--- src/rtl/ram_message_streamer.sv ---
// Streams a NUL-terminated byte message from a synchronous-read RAM to a
// UART transmitter with a valid/ready handshake. The message ends at the
// first NUL byte or after the last RAM location. There is no wrap-around.
module ram_message_streamer #(
    parameter int unsigned DataWidth   = 8,
    parameter int unsigned AddressBits = 7,
    parameter int unsigned MemorySize  = 100
) (
    input  logic                   clock,
    input  logic                   reset,
    input  logic                   start,
    input  logic [AddressBits:0]   startAddress,
    output logic                   writeOrread,
    output logic [AddressBits:0]   address,
    input  logic [DataWidth-1:0]   dout,
    output logic [DataWidth-1:0]   txData,
    output logic                   txValid,
    input  logic                   txReady,
    output logic                   busy,
    output logic                   done,
    output logic [7:0]             byteCount
);

    localparam int unsigned AddrWidth = AddressBits + 1;
    localparam logic [AddressBits:0] LastAddress = AddrWidth'(MemorySize - 1);

    typedef enum logic [2:0] {
        IDLE,
        FETCH,
        CHECK,
        SEND,
        FINISH
    } state_t;

    state_t state;

    // Message sequencer: fetch a byte, stop on NUL, otherwise hand it to the transmitter.
    always_ff @(posedge clock or negedge reset) begin
        if (!reset) begin
            state       <= IDLE;
            address     <= '0;
            txData      <= '0;
            txValid     <= 1'b0;
            busy        <= 1'b0;
            done        <= 1'b0;
            byteCount   <= 8'd0;
            writeOrread <= 1'b0;
        end else begin
            done        <= 1'b0;
            writeOrread <= 1'b0;
            case (state)
                IDLE: begin
                    if (start) begin
                        address   <= startAddress;
                        byteCount <= 8'd0;
                        busy      <= 1'b1;
                        // Out-of-range start skips the RAM entirely.
                        state     <= (startAddress > LastAddress) ? FINISH : FETCH;
                    end
                end
                FETCH: begin
                    state <= CHECK;
                end
                CHECK: begin
                    if (dout == '0) begin
                        state <= FINISH;
                    end else begin
                        txData  <= dout;
                        txValid <= 1'b1;
                        state   <= SEND;
                    end
                end
                SEND: begin
                    if (txReady) begin
                        txValid <= 1'b0;
                        if (byteCount != 8'hFF) begin
                            byteCount <= byteCount + 8'd1;
                        end
                        if (address == LastAddress) begin
                            state <= FINISH;
                        end else begin
                            address <= address + AddrWidth'(1);
                            state   <= FETCH;
                        end
                    end
                end
                FINISH: begin
                    done  <= 1'b1;
                    busy  <= 1'b0;
                    state <= IDLE;
                end
                default: begin
                    state <= IDLE;
                end
            endcase
        end
    end

endmodule
--- config.mk ---
export PLATFORM = sky130hd
export DESIGN_NAME = ram_message_streamer
export DESIGN_NICKNAME = d
export VERILOG_FILES = /design/src/rtl/ram_message_streamer.sv
export SDC_FILE = /design/constraint.sdc
export NUM_CORES = 1
export LEC_CHECK = 0
export ABC_CLOCK_PERIOD_IN_PS = 2800
export CORE_UTILIZATION = 51
export CTS_CLUSTER_SIZE = 40
export DETAILED_ROUTE_END_ITERATION = 16
export PLACE_DENSITY_LB_ADDON = 0.15
export SLEW_MARGIN = 20
export SYNTH_ARGS = -nofsm -noshare
export SYNTH_HDL_FRONTEND = slang
export SYNTH_SLANG_ARGS = --single-unit
--- constraint.sdc ---
create_clock -name clock -period 2.8 [get_ports clock]
set_clock_uncertainty 0.1 [all_clocks]
set_input_delay 0.42 -clock clock [delete_from_list [all_inputs] [get_ports clock]]
set_output_delay 0.42 -clock clock [all_outputs]
set_load 0.01 [all_outputs]
Word level (Yosys, flattened, before mapping)

Index checks and enable logic that the tools add are counted.
W data, S select, Z words.

Flip-flop bits (word level): 30
Memories: 0
Bits in writable memories: 0
Bits of input ports: 20
Output and inout port bits: 28
Bits in read-only memories: 0
Word-level logic and storage cells: 53
Bits in latches: 0

Shifts and indexed selects: 0
Reduce and logical (&&, ||, !) cells: 11
Multiply operators: 0
Mux-type cells: 20
$lt $le $gt $ge: 1
Bitwise gates (word level): 1
Equal/unequal tests: 11
Div/mod/pow operators: 0
Add/sub/neg operators: 2

Operators with widths:

| cell                  | count |
|---|---|
| $mux W8               | 6 |
| $pmux W8 S2           | 2 |
| $add A8 B1 Y8 const B | 2 |
| $mux W3               | 5 |
| $pmux W3 S4           | 1 |
| $ne A2 B2 Y1 const B  | 5 |
| $eq A8 B7 Y1 const B  | 1 |
| $gt A8 B7 Y1 const B  | 1 |
| $logic_not A8 Y1      | 1 |
| $ne A8 B8 Y1 const B  | 1 |
| $reduce_and A4 Y1     | 2 |
| $eq A3 B2 Y1 const B  | 2 |
| $reduce_and A2 Y1     | 3 |
| $reduce_bool A2 Y1    | 3 |
| $mux W1               | 4 |
| $pmux W1 S2           | 2 |
| $eq A3 B1 Y1 const B  | 1 |
| $eq A3 B3 Y1 const B  | 1 |
| $logic_not A3 Y1      | 1 |
| $reduce_and A3 Y1     | 1 |
| $not A1 Y1            | 1 |

Depth between registers and ports, before layout

Word-level depth: 4
Mapped depth: 7
Mapped depth without buffers: 5

Least setup slack after synthesis

Ideal clock, no wire load.

Kind: input -> register
Start: input port start
End: register byteCount[0]
Required time: 2.575 ns
Path buffers: 0
Arrival: 1.520 ns
Setup time: 0.125 ns
Stages on the path: 4
Path slack: 1.055 ns
Path through: or3b_4 > a21o_4 > a31oi_4 > mux2_4

Cells in the longest elaborated chain, start to end: 2

RTL lines:

| element                            | RTL line | RTL |
|---|---|---|
| from (decl)                        | 11       | `input logic start,` |
| $ne A2 B2 Y1 (no source line)      | n/a      |  |
| $reduce_and A4 Y1 (no source line) | n/a      |  |
| to (signal assigned)               | 77       | `byteCount <= byteCount + 8'd1;` |
| to (decl)                          | 21       | `output logic [7:0] byteCount` |

No other way between the ends.
A chain may end at the register's enable or synchronous reset.

Worst setup path in the final report

Start: input port dout[5]
End: register txData[4]

Cells in the longest elaborated chain, start to end: 3

RTL lines:

| element                            | RTL line | RTL |
|---|---|---|
| from (decl)                        | 15       | `input logic [DataWidth-1:0] dout,` |
| $logic_not A8 Y1                   | 65       | `if (dout == '0) begin` |
| $not A1 Y1 (no source line)        | n/a      |  |
| $reduce_and A2 Y1 (no source line) | n/a      |  |
| to (signal assigned)               | 68       | `txData <= dout;` |
| to (decl)                          | 16       | `output logic [DataWidth-1:0] txData,` |

No other way between the ends.

==> results.json <==
{
  "status": "complete, no violations",
  "synth.avg_cell_area_sq_um": 9.72,
  "synthesis.nets": 194,
  "synth_top_family_by_area": "simple AND/OR/NAND/NOR gates",
  "die_area_sq_um": 3510,
  "core_area_sq_um": 3080,
  "nFillCells": 233,
  "setup_tns_ns": 0,
  "drt_first_pass_iters": 4,
  "power_density_nw_per_um2": 911,
  "synth_adder_area_share": 0.0150,
  "fin_cells": 262,
  "min_period_ns": 2.01,
  "initial_core_util": 0.543,
  "busiest_layer": "met2",
  "antenna_cells": 0,
  "cts_root_buffer": "clkbuf_4",
  "utilization": 0.724,
  "grt_use_total": 0.258,
  "dp_cells": 254,
  "die_h_um": 59.3,
  "drt-wirelength-per-cell_um": 15.0,
  "rrSetupSlack_ns": 0.79,
  "place_congestion": 0.871,
  "yosys_register_bits": 30,
  "yosysTopAreaCellShare": 0.449,
  "period_share": 0.719,
  "synth_compound_area_frac": 0.201,
  "viasPerCell": 5.78,
  "path_max_fanout": 10,
  "tritoncts": "built",
  "synth.most_common_cell": "dfrtp_1",
  "start_kind": "primary input",
  "synth.area.mux_share": 0.0756,
  "synth_edf_count": 0,
  "slew_viol_final": 0,
  "fmax_ghz": 0.497,
  "routed_wl_um": 3920,
  "critical_path_class": "primary input to register",
  "leakagePower_uw": 0.000894,
  "ir_drop_mv": 0.574,
  "finalPower_uw": 2030,
  "antenna_found_initial": 0,
  "synthSimpleGateAreaFrac": 0.211,
  "core.rowCount": 20,
  "numPortBuffers": 46,
  "syn_to_final_growth_pct": 33.2,
  "synth_commonest_cells": "dfrtp_1, nand2_1, a21oi_1, nor2_1, o21ai_0",
  "endpoint_kind": "register",
  "grt_util_met1": 0.321,
  "vias": 1514,
  "cts_buffers": 5,
  "ys_warn_count": 0,
  "drive_above_1_share": 0.133,
  "finalSetupViolations": 0,
  "grt_start_max_net_pins": 31,
  "cts_hold_buf": 0,
  "cp.arrival_ns": 2.13,
  "hpwl_um": 2790,
  "netlist_area_sq_um": 1670,
  "grt_pass1_wl_um": 6590,
  "ctsResizeCount": 0,
  "overflow": 0,
  "ys_seq_area_frac": 0.449,
  "rsz0062_at_grt": "no",
  "post-cts-setup-buffers": 0,
  "cts_sinks": 30,
  "dieWidth_um": 59.3,
  "clk_pin_slew_ns": 0.10,
  "synthArstFlopShare": 1.00,
  "synth_flop_cell": "dfrtp_1",
  "synth_area_leaders": "dfrtp_1, mux2_2, a21oi_1",
  "worstMarginPinSlew_ns": 0.709,
  "drv_cap": 0,
  "final_hold_viol_count": 0,
  "grt_pass1_vias": 1480,
  "pre_cts_ws_ns": 0.463,
  "fin_nets": 239,
  "detail-route-antenna-nets": 0,
  "met3_usage": 0.0742,
  "worstPathRequired_ns": 2.92,
  "num_io_pins": 48,
  "max_slew_margin": 0.527,
  "yosys.cell_types.count": 43,
  "synth_cells": 172,
  "fin_ws_ns": 0.787,
  "clock_latency_ns": 0.34,
  "htree_levels": 2,
  "first_iter_violations": 99,
  "hold_path.class": "primary input to asynchronous set/reset pin",
  "yosysTopAreaCell": "dfrtp_1",
  "cts_buffer_depth": 2,
  "drc_errors": 0,
  "synth_xor_area_frac": 0,
  "grt_use_met2": 0.414
}
## stage by stage
stage               hold WS, ns  cell area, sq um
global route              0.381              2230
finish                    0.359              2230
floorplan                0.0244              1670
detailed placement        0.398              2150
global placement          0.384              2150
CTS                       0.369              2230
## power by group
group	total, uW	internal [uW]	switching, uW
logic	932	519	413
registers	772	588	184
clock network	325	171	153
total	2030	1280	751
## critical path, cell delays in order
cell and delay [ns]:
clkdlybuf4s50_1 0.43, nor4_1 0.61, a2111oi_2 0.17, buf_4 0.22, mux2_2 0.28
## logic make-up (layout without fill, tap and decap cells)
kind of cell               Yosys count  count (layout)
DFF                                 30              30
adders and majority gates            2               2
muxes                               11              11
other                                1               1
and+or+nand+nor                     65              65
buffers and inverters               14              60
AOI/OAI and AO/OA                   49              49
## cells in the final DEF, fill, tap and decap left out, types with 2 or more instances in the layout
| cell type | Yosys | final |
|---|---|---|
| nand3_1 | 8 | 8 |
| inv_1 | 2 | 2 |
| a21oi_1 | 17 | 17 |
| buf_4 | 5 | 4 |
| nand2_1 | 18 | 18 |
| nand3b_1 | 2 | 2 |
| and3_1 | 5 | 5 |
| ha_1 | 2 | 2 |
| nand2b_1 | 4 | 4 |
| o22ai_1 | 4 | 4 |
| and2_1 | 3 | 3 |
| nor2_1 | 10 | 10 |
| mux2_2 | 8 | 8 |
| nand4_1 | 2 | 2 |
| clkdlybuf4s50_1 | 0 | 46 |
| a31oi_1 | 5 | 5 |
| nor4_1 | 2 | 2 |
| dfrtp_1 | 30 | 30 |
| clkbuf_4 | 0 | 5 |
| o21ai_0 | 10 | 10 |
| clkbuf_8 | 0 | 3 |
| nor3_1 | 4 | 4 |
| a2bb2oi_1 | 3 | 3 |
## final timing paths
| kind | from | to | cells past startpoint |
|---|---|---|---|
| max | dout[5] | txData[4] | 5 |
| min | reset | busy | 2 |
| max reg2reg | state[0] | address[0] | 5 |
| min reg2reg | txData[6] | txData[6] | 1 |
| max in group asynchronous | reset | address[5] | 2 |
| min in group clock | txData[6] | txData[6] | 1 |
## metal layers
metal	vias to the layer above	part of all wire
met3	8	0.049
met4	0	0.018
met5	-	0
met1	738	0.44
met2	48	0.50
li1	720	-
## cell type report
class | instances | area [sq um] | share of cell area
timing repair buffer | 50 | 490 | 0.220
sequential | 30 | 751 | 0.337
tap | 44 | 55.1 | 0.0247
multi-input combinational | 128 | 845 | 0.379
clock buffer | 8 | 78.8 | 0.0354
inverter | 2 | 7.51 | 0.00337
## sequential cells by signal, summed over array words and instances, names as in the netlist
name       count
address        8
txData         8
done           1
txValid        1
state          3
busy           1
byteCount      8
Power figures use the tool's default switching activity.
